<file path="config.mk">
export PLATFORM = sky130hd
export DESIGN_NAME = taylor_seq_ctrl_flat
export DESIGN_NICKNAME = d
export VERILOG_FILES = /design/src/rtl/ctrl_pkg.sv /design/src/rtl/taylor_seq_ctrl_if.sv /design/src/rtl/term_counter.sv /design/src/rtl/taylor_seq_ctrl.sv /design/src/flat_wrapper.sv
export SDC_FILE = /design/constraint.sdc
export NUM_CORES = 1
export LEC_CHECK = 0
export CAP_MARGIN = 20
export CORE_MARGIN = 10
export CORE_UTILIZATION = 39
export DETAILED_ROUTE_END_ITERATION = 10
export PLACE_DENSITY_LB_ADDON = 0.05
export SKIP_LAST_GASP = 1
export SLEW_MARGIN = 20
export SYNTH_ARGS = -nofsm -noshare
export SYNTH_HDL_FRONTEND = slang
export SYNTH_SLANG_ARGS = --single-unit
</file>
<file path="constraint.sdc">
create_clock -name clk -period 2 [get_ports clk]
set_input_delay 0.2 -clock clk [delete_from_list [all_inputs] [get_ports clk]]
set_output_delay 0.2 -clock clk [all_outputs]
set_load 0.01 [all_outputs]
</file>
<file path="src/rtl/ctrl_pkg.sv">
// Shared state encodings, default counter width and Moore output decode
// for the Taylor-series sequencing controller.
package ctrl_pkg;

   localparam int CNT_W_DEF = 3;

   typedef enum logic [2:0] {
      IDLE = 3'd0,
      INIT = 3'd1,
      MUL  = 3'd2,
      ADD  = 3'd3,
      DONE = 3'd4
   } state_t;

   typedef struct packed {
      logic busy;
      logic done;
      logic ld_x;
      logic ld_tmp;
      logic sel_tmp;
      logic clr_acc;
      logic ld_acc;
      logic coef_en;
   } ctrl_out_t;

   // coef_en gates the counter onto selCoef so idle/done states present index 0
   function automatic ctrl_out_t decode_state(state_t s);
      ctrl_out_t o;
      o = '0;
      case (s)
         INIT: begin
            o.busy    = 1'b1;
            o.ld_x    = 1'b1;
            o.ld_tmp  = 1'b1;
            o.sel_tmp = 1'b1;
            o.clr_acc = 1'b1;
         end
         MUL: begin
            o.busy    = 1'b1;
            o.ld_tmp  = 1'b1;
            o.coef_en = 1'b1;
         end
         ADD: begin
            o.busy    = 1'b1;
            o.ld_acc  = 1'b1;
            o.coef_en = 1'b1;
         end
         DONE:    o.done = 1'b1;
         default: o = '0;
      endcase
      return o;
   endfunction

endpackage

</file>
<file path="src/rtl/taylor_seq_ctrl_if.sv">
// Handshake and datapath-control bundle between a requester (master)
// and the series controller (slave).
interface taylor_seq_ctrl_if #(
   parameter int CNT_W = ctrl_pkg::CNT_W_DEF
);
   logic             start;
   logic             abort;
   logic [CNT_W-1:0] n_terms;
   logic             busy;
   logic             done;
   logic             ldX;
   logic             ldTmp;
   logic             selTmp;
   logic             clrAcc;
   logic             ldAcc;
   logic [CNT_W-1:0] selCoef;

   modport master (
      output start, abort, n_terms,
      input  busy, done, ldX, ldTmp, selTmp, clrAcc, ldAcc, selCoef
   );

   modport slave (
      input  start, abort, n_terms,
      output busy, done, ldX, ldTmp, selTmp, clrAcc, ldAcc, selCoef
   );
endinterface

</file>
<file path="src/rtl/term_counter.sv">
// Term index counter with synchronous clear/increment and a flag that is
// high when the count has reached limit-1 (the last term).
module term_counter #(
   parameter int W = 3
) (
   input  logic         clk,
   input  logic         rst,
   input  logic         clr,
   input  logic         inc,
   input  logic [W-1:0] limit,
   output logic [W-1:0] count,
   output logic         last
);

   logic [W-1:0] count_reg;

   always_ff @(posedge clk) begin
      if (rst)
         count_reg <= '0;
      else if (clr)
         count_reg <= '0;
      else if (inc)
         count_reg <= count_reg + W'(1);
   end

   assign count = count_reg;
   assign last  = (count_reg == limit - W'(1));

endmodule

</file>
<file path="src/rtl/taylor_seq_ctrl.sv">
// Sequencer for a Taylor-series datapath: INIT, then n MUL/ADD pairs, then a
// one-cycle DONE pulse. Outputs are registered from the next-state decode.
module taylor_seq_ctrl
   import ctrl_pkg::*;
#(
   parameter int CNT_W = CNT_W_DEF
) (
   input logic              clk,
   input logic              rst,
   taylor_seq_ctrl_if.slave bus
);

   state_t           state_reg;
   state_t           state_next;
   ctrl_out_t        out_reg;
   logic [CNT_W-1:0] nreg_reg;
   logic [CNT_W-1:0] cnt;
   logic             cnt_last;
   logic             cnt_clr;
   logic             cnt_inc;

   // abort is checked first so it wins over every other exit from a busy state
   always_comb begin
      state_next = state_reg;
      case (state_reg)
         IDLE:    if (bus.start) state_next = INIT;
         INIT:    if (bus.abort) state_next = IDLE;
                  else if (nreg_reg == '0) state_next = DONE;
                  else state_next = MUL;
         MUL:     if (bus.abort) state_next = IDLE;
                  else state_next = ADD;
         ADD:     if (bus.abort) state_next = IDLE;
                  else if (cnt_last) state_next = DONE;
                  else state_next = MUL;
         DONE:    state_next = IDLE;
         default: state_next = IDLE;
      endcase
   end

   assign cnt_clr = (state_next == INIT) || (state_next == IDLE);
   assign cnt_inc = (state_reg == ADD) && (state_next == MUL);

   term_counter #(.W(CNT_W)) u_term_counter (
      .clk   (clk),
      .rst   (rst),
      .clr   (cnt_clr),
      .inc   (cnt_inc),
      .limit (nreg_reg),
      .count (cnt),
      .last  (cnt_last)
   );

   always_ff @(posedge clk) begin
      if (rst) begin
         state_reg <= IDLE;
         out_reg   <= '0;
         nreg_reg  <= '0;
      end else begin
         state_reg <= state_next;
         out_reg   <= decode_state(state_next);
         if (state_reg == IDLE && bus.start)
            nreg_reg <= bus.n_terms;
      end
   end

   assign bus.busy    = out_reg.busy;
   assign bus.done    = out_reg.done;
   assign bus.ldX     = out_reg.ld_x;
   assign bus.ldTmp   = out_reg.ld_tmp;
   assign bus.selTmp  = out_reg.sel_tmp;
   assign bus.clrAcc  = out_reg.clr_acc;
   assign bus.ldAcc   = out_reg.ld_acc;
   assign bus.selCoef = out_reg.coef_en ? cnt : '0;

endmodule

</file>
<file path="src/flat_wrapper.sv">
// flat-port wrapper written by rule: the top's interface ports become plain ports
module taylor_seq_ctrl_flat import ctrl_pkg::*;
#(
   parameter int CNT_W = CNT_W_DEF
)
  (clk, rst, bus_start, bus_abort, bus_n_terms, bus_busy, bus_done, bus_ldX, bus_ldTmp, bus_selTmp, bus_clrAcc, bus_ldAcc, bus_selCoef);
  taylor_seq_ctrl_if #(.CNT_W(CNT_W)) bus_i ();
  input logic clk;
  input logic rst;
  input wire logic [$bits(bus_i.start)-1:0] bus_start;
  input wire logic [$bits(bus_i.abort)-1:0] bus_abort;
  input wire logic [$bits(bus_i.n_terms)-1:0] bus_n_terms;
  output wire logic [$bits(bus_i.busy)-1:0] bus_busy;
  output wire logic [$bits(bus_i.done)-1:0] bus_done;
  output wire logic [$bits(bus_i.ldX)-1:0] bus_ldX;
  output wire logic [$bits(bus_i.ldTmp)-1:0] bus_ldTmp;
  output wire logic [$bits(bus_i.selTmp)-1:0] bus_selTmp;
  output wire logic [$bits(bus_i.clrAcc)-1:0] bus_clrAcc;
  output wire logic [$bits(bus_i.ldAcc)-1:0] bus_ldAcc;
  output wire logic [$bits(bus_i.selCoef)-1:0] bus_selCoef;
  assign bus_i.start = bus_start;
  assign bus_i.abort = bus_abort;
  assign bus_i.n_terms = bus_n_terms;
  assign bus_busy = bus_i.busy;
  assign bus_done = bus_i.done;
  assign bus_ldX = bus_i.ldX;
  assign bus_ldTmp = bus_i.ldTmp;
  assign bus_selTmp = bus_i.selTmp;
  assign bus_clrAcc = bus_i.clrAcc;
  assign bus_ldAcc = bus_i.ldAcc;
  assign bus_selCoef = bus_i.selCoef;
  taylor_seq_ctrl #(.CNT_W(CNT_W)) u_core (.clk(clk), .rst(rst), .bus(bus_i));
endmodule
</file>
* Word-level counts from Yosys, hierarchy flattened
Index checks and enable logic that the tools add are counted.
Storage, ports and cells: register bits 17, bits in latches 0, bits in writable memories 0, bits in read-only memories 0, bits of input ports 7, output and inout port bits 10, word-level logic and storage cells 46, memories 0
Cells by class: $add $sub $neg 2, multiply operators 0, divide/modulo/power cells 0, order comparisons 0, equal/unequal tests 8, shifts and indexed selects 0, multiplexer cells 15, bitwise logic cells 0, reductions and logical operators 10
Operators by type and width (count):
- 3-bit 2-to-1 mux | 6
- 3-bit by 2-bit equality test with 1-bit output, second input constant | 4
- 3-bit one-hot mux with 4 select lines | 1
- 3-bit zero test | 3
- 3-bit by 1-bit equality test with 1-bit output, second input constant | 2
- 1-bit 2-to-1 mux | 6
- 2-bit OR reduction | 3
- 2-bit 2-to-1 mux | 2
- 3-bit by 1-bit adder with 3-bit output, second input constant | 1
- 3-bit equality test | 1
- 3-bit equality test, second input constant | 1
- 3-bit OR reduction | 1
- 3-bit by 1-bit subtractor with 3-bit output, second input constant | 1
- 1-bit logical AND | 2
- 1-bit logical OR | 1

* Logic depth before layout (Yosys ltp)
Gate-level depths: netlist (run 1).
word-level depth 8, gate-level depth with buffers 7, gate-level depth less buffers 7

* Hierarchy
Synthesis (run 1) repeated with hierarchy kept, for this count alone.
Second synthesis, totals: cell total of the unflattened synthesis 68, area, all modules 690.7 µm²
Modules (own cells, without submodules):
- taylor_seq_ctrl | times used 1, cells each 49, area an instance 491.7 µm², seq. area each 240.2 µm²
- term_counter | times used 1, cells each 19, area an instance 198.9 µm², seq. area each 60.1 µm²

* Worst setup path before layout (run 1)
Ideal clock, no wire load.
path kind reg-to-reg, from register u_core.nreg_reg[0], to register u_core.out_reg, in the netlist u_core.bus.ldTmp, library setup time 0.114 ns, arrival time 1.523 ns, data required time 1.886 ns, path slack 0.363 ns, stages on the path, launching flop included 8, path buffers 0, cell sequence dfxtp_1 -> inv_1 -> ha_1 -> xor2_1 -> a311oi_4 -> o21ai_2 -> inv_2 -> a21o_1
Between the ends: word-level cells in the longest chain between the ends 8, elaborated cells between the ends (all ways) 12, those cells by class add/sub (1); eq/ne (3); mux (6); reduce/logical (2)
Ends and longest elaborated chain:
- start: declaration | line taylor_seq_ctrl.sv:16 | logic [CNT_W-1:0] nreg_reg;
- start signal: assignment | line taylor_seq_ctrl.sv:62 | nreg_reg <= bus.n_terms;
- 3-bit by 1-bit subtractor with 3-bit output | line term_counter.sv:27 | assign last = (count_reg == limit - W'(1));
- 3-bit equality test | line term_counter.sv:27
- 3-bit 2-to-1 mux | line taylor_seq_ctrl.sv:33 | else if (cnt_last) state_next = DONE;
- 3-bit 2-to-1 mux | line taylor_seq_ctrl.sv:32 | ADD: if (bus.abort) state_next = IDLE;
- 3-bit one-hot mux with 4 select lines * | line taylor_seq_ctrl.sv:25 | case (state_reg)
- 3-bit by 2-bit equality test with 1-bit output / 3-bit by 1-bit equality test with 1-bit output (equally long branches) | line ctrl_pkg.sv:30 | case (s)
- 2-bit OR reduction (no source line) *
- 1-bit 2-to-1 mux * | line ctrl_pkg.sv:30
- end signal: assignment | line taylor_seq_ctrl.sv:60 | out_reg <= decode_state(state_next);
- end: declaration | line taylor_seq_ctrl.sv:15 | ctrl_out_t out_reg;
Mark *: on every way between the ends. The rest lies on a longest branch, timed or not. A chain may end at the register's enable or synchronous reset.

* Worst setup path after layout (run 1)
Ends and elaborated chain as after synthesis.

==> out/results.tsv, run 1 <==
metric	value	unit
report.final.hold_viol_count	0	
grt_max_degree	10	
clockRootBuffer	sky130_fd_sc_hd__clkbuf_4	
syn_inst	75	
cts_max_path_buffers	2	
cellPowerDensity	630	mW/mm²
drt_first_iter_violations	12	
floorplan.initialDensity	41.1	%
finalNetCount	105	
use_met3	5.02	%
die_area	0.00396	mm²
io-pin-count	17	
grt_use_total	8.12	%
worstSkewPairLatency	0.28	ns
die_h	62.9	µm
static-leakage-power	0.371	nW
insertedDiodeCount	0	
syn-num-nets	85	
preCtsSetupSlack	0.231	ns
grt_setup_unrepaired	false	
cts_buffers	3	
post_cts.repair.setup_buffers	0	
port-buffer-count	16	
flow.area_growth_from_synthesis	30.0	%
globalRoute.totalOverflow	0	
grtUsageMet1	8.04	%
drc_errors	0	
gr-usage-met2	14.1	%
tritoncts	built	
yosys.cell_types.count	30	
rr_worst_depth	7	
grt_pass1_vias	596	
max_slew.worst_pin.slew	0.410	ns
setup.worst_path.start_class	flip-flop	
endpoint	u_core.bus.ldTmp$_SDFF_PP0_	
finalWeightedCongestion	0.788	
synth_flop_cell	sky130_fd_sc_hd__dfxtp_1	
final.setup_skew	0.00434	ns
core_region_area	0.00175	mm²
yosys_register_bits	15	
grt_first_pass_wirelength	2.64	mm
std_cell_rows	15	
maxClockFrequency	0.568	GHz
drt-total-wl	1.50	mm
criticalPathCategory	flip-flop to flip-flop	
timing.rr.end	u_core.bus.ldTmp$_SDFF_PP0_	
rr_startpoint	u_core.nreg_reg[0]$_SDFFE_PP0P_	
crit_path_start	u_core.nreg_reg[0]$_SDFFE_PP0P_	
postRouteAntennaNets	0	
antenna_violations_before_repair	0	
sequential_fraction_of_the_synthesis_area	41.8	%
drv_cap	0	
cts-htree-levels	1	
cp.arrival	1.95	ns
worst_setup_slack_for_register_to_register_paths	0.24	ns
total_power	0.000588	W
cts_sinks	15	
post-route-worst-setup-slack	0.240	ns
dp_hpwl	1.23	mm
timing.final.crit_share	88.0	%
die_w	62.9	µm
outcome	finished clean	
required	2.19	ns
max_slew_margin	72.5	%
drt_first_pass_iters	4	
cts.hold.buffers_added	0	
timing.hold.worst_path_depth	3	
busiest_layer	met2	
setup_total_negative_slack	0	ns
finalSetupViolCount	0	
num-fill-cells	168	
avgViaCountPerCell	4.79	
via_count	570	
wl_per_cell	12.6	µm
async_reset_ff_share	0	%
postCtsResizedCells	0	
cp-end-kind	flip-flop	
vdd_ir_drop_max	429	µV
drive_above_1_share	11.7	%
synth_edf_count	0	
synth.cell_area	718	µm²
final_period_minus_worst_setup_slack	1.76	ns
critical_path_peak_fanout	5	
finalMaxSlewViolations	0	
syn_avg_cell_area	9.58	µm²
cts.reportedPaths.clkPinSlew	0.09	ns
fin_worst_hold_slack	0.514	ns
synthesis.yosys.warnings	0	
hold_path_class	primary input to flip-flop	
[worst max-delay path, cell delays in order (launching register included)]
cell	delay, ns
sky130_fd_sc_hd__dfxtp_1	0.35
sky130_fd_sc_hd__inv_1	0.07
sky130_fd_sc_hd__ha_1	0.30
sky130_fd_sc_hd__xor2_1	0.25
sky130_fd_sc_hd__a311oi_4	0.19
sky130_fd_sc_hd__o21ai_2	0.27
sky130_fd_sc_hd__inv_2	0.06
sky130_fd_sc_hd__a21o_1	0.17
[placed cells by master, fill, tap and decap left out, types with 2 or more instances in the layout]
cell / Yosys / layout
sky130_fd_sc_hd__o211ai_1: 2 / 2
sky130_fd_sc_hd__clkdlybuf4s50_1: 0 / 16
sky130_fd_sc_hd__nor2_1: 12 / 12
sky130_fd_sc_hd__nand2_1: 2 / 2
sky130_fd_sc_hd__nand2b_1: 2 / 2
sky130_fd_sc_hd__o21a_1: 2 / 2
sky130_fd_sc_hd__a21oi_1: 3 / 3
sky130_fd_sc_hd__inv_1: 4 / 4
sky130_fd_sc_hd__nor3_1: 2 / 2
sky130_fd_sc_hd__clkbuf_4: 0 / 3
sky130_fd_sc_hd__and2_1: 4 / 4
sky130_fd_sc_hd__nor2b_1: 2 / 2
sky130_fd_sc_hd__mux2i_1: 2 / 2
sky130_fd_sc_hd__buf_4: 2 / 2
sky130_fd_sc_hd__ha_1: 3 / 3
sky130_fd_sc_hd__dfxtp_1: 15 / 15
sky130_fd_sc_hd__o21ai_0: 2 / 2
sky130_fd_sc_hd__xor2_1: 2 / 2
[cell usage after synthesis (2+ instances only)]
master / count / area, µm²
sky130_fd_sc_hd__nor2b_1: 2 / 12.5
sky130_fd_sc_hd__nand2_1: 2 / 7.51
sky130_fd_sc_hd__mux2i_1: 2 / 20.0
sky130_fd_sc_hd__ha_1: 3 / 37.5
sky130_fd_sc_hd__inv_1: 4 / 15.0
sky130_fd_sc_hd__a21oi_1: 3 / 15.0
sky130_fd_sc_hd__dfxtp_1: 15 / 300
sky130_fd_sc_hd__o211ai_1: 2 / 15.0
sky130_fd_sc_hd__xor2_1: 2 / 17.5
sky130_fd_sc_hd__nand2b_1: 2 / 12.5
sky130_fd_sc_hd__o21ai_0: 2 / 10.0
sky130_fd_sc_hd__buf_4: 2 / 15.0
sky130_fd_sc_hd__nor2_1: 12 / 45.0
sky130_fd_sc_hd__and2_1: 4 / 25.0
sky130_fd_sc_hd__nor3_1: 2 / 10.0
sky130_fd_sc_hd__o21a_1: 2 / 15.0
[layer usage]
layer | vias to the layer above | routed length [µm] | share of wire [%]
li1 | 293 | - | -
met1 | 258 | 640 | 43
met2 | 17 | 720 | 48
met3 | 2 | 125 | 8.3
met4 | 0 | 13 | 0.87
met5 | - | 0 | 0
[power breakdown]
group / switching [W] / internal (W) / leakage [nW]
Clock: 0.0000963 / 0.0000742 / 0.0177
Combinational: 0.0000457 / 0.0000520 / 0.231
Sequential: 0.00000920 / 0.000311 / 0.122
[worst min-delay path by stage]
stage / startpoint / endpoint
after floorplan: rst / u_core.bus.busy$_SDFF_PP0_
after global placement: u_core.nreg_reg[2]$_SDFFE_PP0P_ / u_core.nreg_reg[2]$_SDFFE_PP0P_
after detailed placement: u_core.nreg_reg[2]$_SDFFE_PP0P_ / u_core.nreg_reg[2]$_SDFFE_PP0P_
after CTS: bus_n_terms[0] / u_core.nreg_reg[0]$_SDFFE_PP0P_
after global routing: bus_n_terms[2] / u_core.nreg_reg[2]$_SDFFE_PP0P_
final: bus_n_terms[0] / u_core.nreg_reg[0]$_SDFFE_PP0P_
[final cells by class]
| cell class | instances | area (µm²) | area share (%) |
|---|---|---|---|
| Clock buffer | 3 | 22.5 | 2.41 |
| Inverter | 5 | 18.8 | 2.01 |
| Multi-Input combinational cell | 52 | 380 | 40.8 |
| Clock inverter | 1 | 5.00 | 0.536 |
| Tap cell | 25 | 31.3 | 3.35 |
| Timing Repair Buffer | 18 | 175 | 18.8 |
| Sequential cell | 15 | 300 | 32.2 |
[through the flow]
step | cell area [µm²] | cells | utilization, %
after CTS | 933 | 119 | 53.5
after floorplan | 718 | 75 | -
after global placement | 906 | 115 | 51.9
after detailed placement | 906 | 115 | 51.9
final | 933 | 119 | 53.5
after global routing | 933 | 119 | 53.5
[kinds of logic after synthesis]
group	share of synthesized area, %
AO/OA/AOI/OAI	17.1
XOR/XNOR	6.79
adder cells (fa/ha/maj)	5.23
buffers and inverters	5.22
flip-flops	41.8
multiplexers	2.79
AND/OR/NAND/NOR	21.1
No activity file was read; power rests on OpenSTA's default activity.
==> run 2, diff against run 1 <==
Settings changed: ABC_AREA from default to 0.
==> results of run 2 <==
Same layout as run 1: the final DEF is identical, and so are final timing and power.
